===== src/rtl/stream_capture_serializer.sv =====
// Taps NUM_CH ap_fifo-style kernel output streams, buffers each in a small FIFO and
// serializes captured words as header+nibble frames. Optional macro: SER_PARITY_EN.
module stream_capture_serializer #(
  parameter int NUM_CH = 8,
  parameter int DATA_W = 32,
  parameter int DEPTH  = 4,
  parameter int OUT_W  = 4
) (
  input  logic                     ap_clk,
  input  logic                     ap_rst_n,
  input  logic                     cap_en,
  input  logic                     clear_stats,
  input  logic [NUM_CH-1:0]        ch_write,
  input  logic [NUM_CH*DATA_W-1:0] ch_din,
  output logic [OUT_W-1:0]         data_out,
  output logic                     data_valid,
  output logic                     frame_start,
  output logic [15:0]              drop_cnt,
  output logic [NUM_CH-1:0]        ovf_sticky,
  output logic                     probe_out
);

  localparam int NIB    = DATA_W / OUT_W;
  localparam int PTR_W  = $clog2(DEPTH);
  localparam int CNT_W  = PTR_W + 1;
  localparam int CH_W   = (NUM_CH > 1) ? $clog2(NUM_CH) : 1;
  localparam int BEAT_W = (NIB > 1) ? $clog2(NIB) : 1;

  typedef enum logic [1:0] {S_IDLE, S_HDR, S_DATA, S_PAR} state_t;

  logic [DATA_W-1:0] r_mem    [NUM_CH][DEPTH];
  logic [PTR_W-1:0]  r_wr_ptr [NUM_CH];
  logic [PTR_W-1:0]  r_rd_ptr [NUM_CH];
  logic [CNT_W-1:0]  r_count  [NUM_CH];

  state_t            r_state;
  logic [CH_W-1:0]   r_rr;
  logic [BEAT_W-1:0] r_beat;
  logic [DATA_W-1:0] r_shift;
`ifdef SER_PARITY_EN
  logic [OUT_W-1:0]  r_par;
`endif

  logic [NUM_CH-1:0] w_nonempty, w_full, w_push, w_drop, w_pop_mask;
  logic [CH_W-1:0]   w_pick;
  logic              w_found, w_last_beat, w_slot, w_pop;
  logic [DATA_W-1:0] w_pop_data;
  logic [4:0]        w_drop_num;
  logic [15:0]       w_drop_base, w_drop_nxt;
  logic [16:0]       w_drop_sum;
  logic [NUM_CH-1:0] w_sticky_nxt;

  // NOTE: every combinational output gets a default before any branch so no latch is inferred.
  always_comb begin
    w_nonempty = '0;
    w_full     = '0;
    for (int i = 0; i < NUM_CH; i++) begin
      w_nonempty[i] = (r_count[i] != '0);
      w_full[i]     = (r_count[i] == CNT_W'(DEPTH));
    end
    w_push = {NUM_CH{cap_en}} & ch_write & ~w_full;
    w_drop = {NUM_CH{cap_en}} & ch_write &  w_full;
  end

  // Round-robin search starts one past the last channel served.
  always_comb begin
    w_pick  = r_rr;
    w_found = 1'b0;
    for (int k = 1; k <= NUM_CH; k++) begin
      if (!w_found && w_nonempty[(int'(r_rr) + k) % NUM_CH]) begin
        w_found = 1'b1;
        w_pick  = CH_W'((int'(r_rr) + k) % NUM_CH);
      end
    end
  end

  always_comb begin
    w_last_beat = (r_state == S_DATA) && (r_beat == BEAT_W'(NIB - 1));
`ifdef SER_PARITY_EN
    w_slot = (r_state == S_IDLE) || (r_state == S_PAR);
`else
    w_slot = (r_state == S_IDLE) || w_last_beat;
`endif
    w_pop      = w_slot && w_found;
    w_pop_data = r_mem[w_pick][r_rd_ptr[w_pick]];
    w_pop_mask = '0;
    for (int i = 0; i < NUM_CH; i++) w_pop_mask[i] = w_pop && (w_pick == CH_W'(i));
  end

  always_comb begin
    w_drop_num = '0;
    for (int i = 0; i < NUM_CH; i++) w_drop_num = w_drop_num + 5'(w_drop[i]);
    w_drop_base  = clear_stats ? 16'd0 : drop_cnt;
    w_drop_sum   = {1'b0, w_drop_base} + 17'(w_drop_num);
    w_drop_nxt   = w_drop_sum[16] ? 16'hFFFF : w_drop_sum[15:0];
    w_sticky_nxt = (clear_stats ? '0 : ovf_sticky) | w_drop;
  end

  // NOTE: FIFO storage carries no reset; occupancy counters alone define validity.
  always_ff @(posedge ap_clk) begin
    for (int i = 0; i < NUM_CH; i++)
      if (w_push[i]) r_mem[i][r_wr_ptr[i]] <= ch_din[i*DATA_W +: DATA_W];
  end

  // NOTE: state registers use non-blocking assignments so every block sees pre-edge values.
  always_ff @(posedge ap_clk or negedge ap_rst_n) begin
    if (!ap_rst_n) begin
      for (int i = 0; i < NUM_CH; i++) begin
        r_wr_ptr[i] <= '0;
        r_rd_ptr[i] <= '0;
        r_count[i]  <= '0;
      end
      drop_cnt   <= '0;
      ovf_sticky <= '0;
      probe_out  <= 1'b0;
    end else begin
      for (int i = 0; i < NUM_CH; i++) begin
        if (w_push[i])     r_wr_ptr[i] <= r_wr_ptr[i] + PTR_W'(1);
        if (w_pop_mask[i]) r_rd_ptr[i] <= r_rd_ptr[i] + PTR_W'(1);
        case ({w_push[i], w_pop_mask[i]})
          2'b10:   r_count[i] <= r_count[i] + CNT_W'(1);
          2'b01:   r_count[i] <= r_count[i] - CNT_W'(1);
          default: ;
        endcase
      end
      drop_cnt   <= w_drop_nxt;
      ovf_sticky <= w_sticky_nxt;
      probe_out  <= |w_sticky_nxt;
    end
  end

  always_ff @(posedge ap_clk or negedge ap_rst_n) begin
    if (!ap_rst_n) begin
      r_state     <= S_IDLE;
      r_rr        <= CH_W'(NUM_CH - 1);
      r_beat      <= '0;
      r_shift     <= '0;
      data_out    <= '0;
      data_valid  <= 1'b0;
      frame_start <= 1'b0;
`ifdef SER_PARITY_EN
      r_par       <= '0;
`endif
    end else begin
      frame_start <= 1'b0;
      if (w_pop) begin
        r_state     <= S_HDR;
        r_rr        <= w_pick;
        r_shift     <= w_pop_data;
        data_out    <= OUT_W'(w_pick);
        data_valid  <= 1'b1;
        frame_start <= 1'b1;
`ifdef SER_PARITY_EN
        r_par       <= '0;
`endif
      end else if (r_state == S_HDR || (r_state == S_DATA && !w_last_beat)) begin
        r_state    <= S_DATA;
        r_beat     <= (r_state == S_HDR) ? '0 : r_beat + BEAT_W'(1);
        r_shift    <= r_shift << OUT_W;
        data_out   <= r_shift[DATA_W-1 -: OUT_W];
        data_valid <= 1'b1;
`ifdef SER_PARITY_EN
        r_par      <= r_par ^ r_shift[DATA_W-1 -: OUT_W];
      end else if (r_state == S_DATA) begin
        r_state    <= S_PAR;
        data_out   <= r_par;
        data_valid <= 1'b1;
`endif
      end else begin
        r_state    <= S_IDLE;
        data_out   <= '0;
        data_valid <= 1'b0;
      end
    end
  end

endmodule


===== config.mk =====
export PLATFORM = sky130hd
export DESIGN_NAME = stream_capture_serializer
export DESIGN_NICKNAME = d
export VERILOG_FILES = /design/src/rtl/stream_capture_serializer.sv
export SDC_FILE = /design/constraint.sdc
export NUM_CORES = 1
export LEC_CHECK = 0
export ABC_AREA = 1
export BUFFER_PORTS_ARGS = -buffer_cell sky130_fd_sc_hd__buf_2
export CAP_MARGIN = 25
export CORE_MARGIN = 8
export CORE_UTILIZATION = 49
export DETAILED_ROUTE_END_ITERATION = 10
export PLACE_DENSITY_LB_ADDON = 0.15
export SYNTH_ARGS = -nofsm -noshare
export SYNTH_HDL_FRONTEND = slang
export SYNTH_SLANG_ARGS = --single-unit

===== constraint.sdc =====
create_clock -name ap_clk -period 4.4 [get_ports ap_clk]
set_clock_uncertainty 0.2 [all_clocks]
set_input_delay 0.66 -clock ap_clk [delete_from_list [all_inputs] [get_ports ap_clk]]
set_output_delay 0.66 -clock ap_clk [all_outputs]
set_load 0.05 [all_outputs]

==> out/metrics.cfg, run 1 <==
[global_routing]
use_met1_pct=39.6
antenna_found_initial=13
use_met2_pct=45.0
grt_pass1_wl_mm=238
overflow=0
grt_use_total_pct=28.4
grt_pass1_vias=36100
use_met3_pct=5.30
grt-busiest-layer=met2
grt_max_degree=138

[sta]
max_slew_margin_pct=39.5
final.min_clock_period_ns=4.55
rsz0062_at_grt=yes
fmaxAchievable_ghz=0.220
tightest_slew_ns=0.907
period_share_pct=103
hold_viol_final=0
setup_viol_count_final=16
timing.final.ws_setup_ns=-0.146
timing.final.max_slew_violations=0

[setup_path]
path_cells=nor2_2, nand4_1, fa_1, fa_1, fa_1, fa_2, inv_2, fa_2, a21oi_2, o21bai_1, nand2_1, nor3_2, nand2_1, nor3_2, nand4_1, inv_2, nand3_4, buf_6, o211ai_1
crit_slowest_cell=fa_1
cp-start-kind=flop
cp_data_arrival_time_ns=4.96
required_ns=4.81
crit_top_cell=fa_1
crit_fanout=4
cp-end-kind=flop
path_class=flop to flop
cp_slowest_stage_delay_ns=0.63

[pwr]
seqPwrFrac_pct=50.7
switchingPower_mw=6.36
peakVddDrop_v=0.000343
combPwrFrac_pct=10.2
switching_share_pct=24.8
clkPwrFrac_pct=39.1
internal_power_mw=19.3
total_power_mw=25.7
p_leak_nw=25.6
power_density_nw_per_um2=421

[run_status]
violations=setup timing
status=complete, but fails checks

[clock_network]
clk_pin_slew_worst_paths_ns=0.07
cts.sinks=1150
clk_latency_ns=0.71
cts_tree=done
clockBufferDepth=3
cts-htree-levels=3
numCtsBuffers=119
clock-root-buffer=clkbuf_16

[synthesis]
syn_nets=5300
ys_warn_count=0
yosysSeqAreaShare_pct=66.9
synth_top_area_share_pct=60.7
syn_inst=4969
synthFlopType=edfxtp_1
synth_top_cell_by_area=edfxtp_1
ys_types=43
yosys-top-cells-area=edfxtp_1, nand2_1, dfrtp_1
synth_seq_cells=1150
synth_edf_count=1024
synth_area_um2=50600
avgSynthCellArea_um2=10.2
async_flop_share_pct=11.0

[flow_run]
max_cap_viol_count=0

[floorplanning]
dieArea_um2=114000
die_h_um=337
coreArea_um2=103000
dieWidth_um=337
io_pins=299
rows=118
initial_core_util_pct=49.1

[cells_and_area]
multiInputGateArea_um2=15200
area_delta_synth_final_pct=20.4
fin_util_pct=59.2
fin_nets=5861
fin_cells=7020
final_common_cell=nand2_1
final_cell_mix=nand2_1, edfxtp_1, nand3_1
seqCellArea_um2=33900
drive_above_1_share_pct=13.7
fillers=8697
fin_area_um2=61000

[worst_hold_path]
hold_path_class=input port to flop

[place]
dpl.hpwl_mm=102
dp_slack_ns=-0.484
place_area_um2=54200
place.gp.congestion=0.955
port_buffers=298
dp.cells=6529

[drt]
wl_per_cell_um=24.1
drc=0
vias_per_cell=5.43
drt_iter0_markers=4725
num_vias=38100
drt_pass1_iterations=5
wl_mm=169
drtAntennaViolNets=0

path summary, 6_finish.rpt:
check	start	to	slack [ns]	cells after the start
worst min register to register	r_rd_ptr[15]	r_rd_ptr[15]	0.27	1
worst max register to register	r_count[21]	drop_cnt[5]	-0.15	19
min in group asynchronous	ap_rst_n	drop_cnt[7]	0.38	2
worst min-delay path	ch_din[25]	r_mem[0][121]	0.03	1
worst max-delay path	r_count[21]	drop_cnt[5]	-0.15	19
max in group asynchronous	ap_rst_n	r_rr[1]	2.80	3
Yosys cell counts, types with 4 or more instances:
library cell,number
a21oi_1,56
a22oi_1,4
buf_1,19
buf_2,147
buf_4,32
buf_6,27
clkbuf_1,29
dfrtp_1,123
edfxtp_1,1024
fa_1,13
ha_1,50
inv_1,130
inv_2,9
nand2_1,2453
nand2_2,7
nand3_1,358
nand3_2,6
nand4_1,27
nor2_1,247
nor2_2,4
nor2_4,7
nor3_2,4
o21ai_0,86
o21ai_1,33
xnor2_1,13
xor2_1,27
area by class of cell:
cell class	instances	share of cell area (%)
Antenna cell	9	0.0369
Multi-Input combinational cell	3422	25.0
Sequential cell	1150	55.6
Timing Repair Buffer	695	9.38
Clock inverter	76	1.11
Tap cell	1380	2.83
Inverter	142	0.874
Clock buffer	146	5.20
flip-flops by register name (all words and copies together), names as in the netlist:
name,flops
r_mem,1024
r_shift,32
r_count,24
drop_cnt,16
r_rd_ptr,16
r_wr_ptr,16
ovf_sticky,8
data_out,4
r_beat,3
r_rr,3
r_state,2
data_valid,1
probe_out,1
layer usage:
metal,vias to the layer above,share of wire [%]
met2,2043,46
met1,18200,40
met5,-,0.015
met3,352,10
met4,4,3.8
li1,17500,-
kinds of logic after synthesis:
family,Yosys count,synth area share [%]
xor gates and xnor gates,43,0.788
buffers and inverters,397,3.95
adders and majority gates,63,1.75
and+or+nand+nor,3128,24.6
AOI/OAI and AO/OA,188,1.94
DFF,1150,66.9
worst max-delay path: cells and delay by family, from the launching register on:
kind            cells  cell delay (ns)
simple gates        8             1.08
compound gates      3             0.32
fa+ha+maj           5             2.13
flops               1             0.40
buf+inv             3             0.33
timing repair:
| item | in CTS | in global routing |
|---|---|---|
| pin swaps | 8 | 8 |
| endpoints found under the setup margin | 19 | 58 |
| resized for setup | 14 | 55 |
| hold buffers | 224 | 0 |
| cloned | 0 | 10 |
| endpoints found under the hold margin | 954 | 0 |
| setup buffers | 10 | 17 |
power groups by stage:
stage	Sequential (mW)	Clock (mW)	Combinational, mW
global placement	13.2	0	2.35
global route	13.0	10.5	2.84
floorplan	13.3	0	1.09
detailed placement	13.2	0	2.39
CTS	13.0	10.1	2.60
finish	13.0	10.0	2.63
per-stage QoR:
stage	setup TNS [ns]	hold WS [ns]
floorplan	-4.62	0.164
global placement	-5.18	0.259
detailed placement	-6.87	0.261
CTS	-0.938	0.000629
global route	-6.31	0.0148
finish	-1.63	0.0271
Power figures use the tool's default switching activity.
==> run 2: changes to the inputs <==
--- a/config.mk
+++ b/config.mk
@@ -9,7 +9,7 @@
 export BUFFER_PORTS_ARGS = -buffer_cell sky130_fd_sc_hd__buf_2
 export CAP_MARGIN = 25
 export CORE_MARGIN = 8
-export CORE_UTILIZATION = 49
+export CORE_UTILIZATION = 45
 export DETAILED_ROUTE_END_ITERATION = 10
 export PLACE_DENSITY_LB_ADDON = 0.15
 export SYNTH_ARGS = -nofsm -noshare
==> run 2 against run 1 <==
Effect of this change:
- the flow now finishes without violations
- die area rose by 8.5%
- clock power about the same
- register-to-register slack better by 0.16 ns
- critical path type unchanged
==> out/metrics.cfg, run 2 (synthesis results as in run 1) <==
[cells_and_area]
largest_reg_flops=1024  ; unchanged
final_cell_mix=nand2_1, edfxtp_1, nand3_1
drive_above_1_share_pct=14.4  ; +0.63 points
fin_nets=5924  ; +1.1%
fillers=9858  ; +13%
final_common_cell=nand2_1
area_delta_synth_final_pct=22.4

[sta]
hold_viol_final=0  ; unchanged
rsz0062_at_grt=yes
final.min_clock_period_ns=4.38  ; -0.163 ns
setup_viol_count_final=0  ; -16
period_share_pct=99.6  ; -3.7 points
max_slew_margin_pct=37.0  ; -2.5 points
fin_tns_setup_ns=0  ; +1.63 ns
tightest_slew_ns=0.945  ; +0.0372 ns
timing.final.max_slew_violations=0  ; unchanged
fmaxAchievable_ghz=0.228  ; +3.7%
holdWs_ns=0.0341  ; +0.00706 ns

[setup_path]
crit_path_start=r_count[22]
cp_slowest_stage_delay_ns=0.59  ; -0.04 ns
crit_path_end=drop_cnt[10]
worst-r2r-setup-slack_ns=0.02  ; +0.16 ns
r2r_end=drop_cnt[10]
required_ns=4.86  ; +0.05 ns
cp_data_arrival_time_ns=4.84  ; -0.12 ns
cp-start-kind=flop
path_depth=19  ; unchanged
reg2regPathDepth=19  ; unchanged
crit_buf_inv=3  ; unchanged
crit_fanout=6  ; +2
path_cells=nor2_4, nand4_1, fa_1, fa_1, fa_1, fa_2, inv_2, fa_2, a21oi_2, o21bai_1, nand2_1, nor3_2, nand2_1, nor3_2, nand4_1, inv_2, nand3_4, buf_6, nand3_2
crit_top_cell=fa_1
cp-end-kind=flop
path_delay_family=adder cells
path_class=flop to flop
reg2reg_from=r_count[22]
crit_slowest_cell=fa_1

[place]
dpl.hpwl_mm=108  ; +5.8%
port_buffers=298  ; unchanged
place.gp.congestion=0.925  ; -3.2%

[drt]
drt_pass1_iterations=6  ; +1
wl_mm=172  ; +1.6%
wl_per_cell_um=23.8  ; -1.1%
drt_iter0_markers=4099  ; -13%
drtAntennaViolNets=0  ; unchanged
drc=0  ; unchanged
num_vias=38200  ; +0.16%
vias_per_cell=5.30  ; -2.5%

[worst_hold_path]
hold_path_class=input port to flop
min_from=ch_din[87]

[pwr]
switching_share_pct=25.0  ; +0.23 points
peakVddDrop_v=0.000331  ; -3.5%
clkPwrFrac_pct=39.3  ; +0.2 points
power_density_nw_per_um2=416  ; -1.1%
total_power_mw=25.8  ; +0.53%
internal_power_mw=19.3  ; +0.23%
combPwrFrac_pct=10.4  ; +0.2 points
switchingPower_mw=6.45  ; +1.5%
seqPwrFrac_pct=50.3  ; -0.4 points
p_leak_nw=25.9  ; +1.3%

[clock_network]
cts_tree=done
clk_pin_slew_worst_paths_ns=0.06  ; about the same
clockBufferDepth=3  ; unchanged
cts.sinks=1150  ; unchanged
clk_latency_ns=0.72  ; about the same
cts-htree-levels=3  ; unchanged
clock-root-buffer=clkbuf_16
numCtsBuffers=120  ; +0.84%

[flow_run]
max_cap_viol_count=0  ; unchanged

[floorplanning]
io_pins=299  ; unchanged
coreArea_um2=112000  ; +8.7%
die_h_um=351  ; +4.1%
dieArea_um2=124000  ; +8.5%
rows=123  ; +4.2%
initial_core_util_pct=45.2  ; -3.9 points
dieWidth_um=351  ; +4.1%

[global_routing]
grt_max_degree=158  ; +14%
overflow=0  ; unchanged
grt_pass1_vias=36500  ; +1.0%
antenna_found_initial=23  ; +10
grt_use_total_pct=26.8  ; -1.6 points
grt_pass1_wl_mm=244  ; +2.4%

[run_status]
status=completed

run 2: changes by cell type in the layout (fill, tap and decap cells not counted), sizes merged, moves of 2 or more:
| cell | previous run | this run |
|---|---|---|
| clkbuf | 155 | 162 |
| inv | 145 | 141 |
| nand2 | 2463 | 2465 |
| clkinv | 59 | 55 |
| buf | 462 | 491 |
| diode | 9 | 12 |
| clkinvlp | 3 | 7 |
| dlygate4sd3 | 224 | 253 |
run 2: area by class of cell:
type,count,area [um2],share of cell area (%)
clock buffer,152,3140,5.07
clock inverter,73,758,1.22
antenna,12,30.0,0.0485
timing repair buffer,754,6390,10.3
inverter,142,533,0.860
multi-input combinational,3425,15300,24.7
tap,1500,1880,3.03
sequential,1150,33900,54.7
run 2: timing repair:
| action | CTS | global route |
|---|---|---|
| pin swaps | 14 | 17 |
| gates resized for setup | 18 | 70 |
| endpoints found under the hold margin | 1099 | 0 |
| setup buffers | 8 | 26 |
| gates cloned | 0 | 11 |
| endpoints found under the setup margin | 31 | 62 |
| hold buffers | 253 | 0 |
run 2: power groups by stage:
| stage | Sequential (mW) | Clock, mW | Combinational, mW |
|---|---|---|---|
| after CTS | 13.0 | 10.3 | 2.65 |
| after floorplan | 13.3 | 0 | 1.09 |
| after detailed placement | 13.2 | 0 | 2.42 |
| final | 13.0 | 10.1 | 2.68 |
| after global placement | 13.2 | 0 | 2.38 |
| after global routing | 13.0 | 10.7 | 2.90 |
run 2: per-stage QoR:
step,instances,instance area [um2],setup WS (ns),util (%)
2_1_floorplan,4969,50700,-0.342,-
3_3_place_gp,6673,54600,-0.444,48.8
3_5_place_dp,6673,54600,-0.463,48.8
4_1_cts,7159,61200,-0.0296,54.6
5_1_grt,7202,62000,-0.173,55.3
6_report,7208,62000,0.0164,55.3
run 2: how the worst min path moves through the flow:
stage	endpoint	slack [ns]	cells past startpoint
final	r_mem[2][87]	0.03	1
after global routing	r_mem[3][28]	0.03	1
after CTS	r_mem[2][87]	0.004	1
after detailed placement	r_rd_ptr[1]	0.26	1
after global placement	r_rd_ptr[1]	0.26	1
after floorplan	data_out[0]	0.16	0
run 2: per-layer routing:
metal	wire length, um	global-route usage (%)	part of all wire (%)	vias up
met5	57	0	0.033	-
met3	16000	5.81	9.3	310
met2	81200	43.6	47	1774
met4	5460	8.82	3.2	10
li1	-	-	-	17700
met1	69100	35.9	40	18400
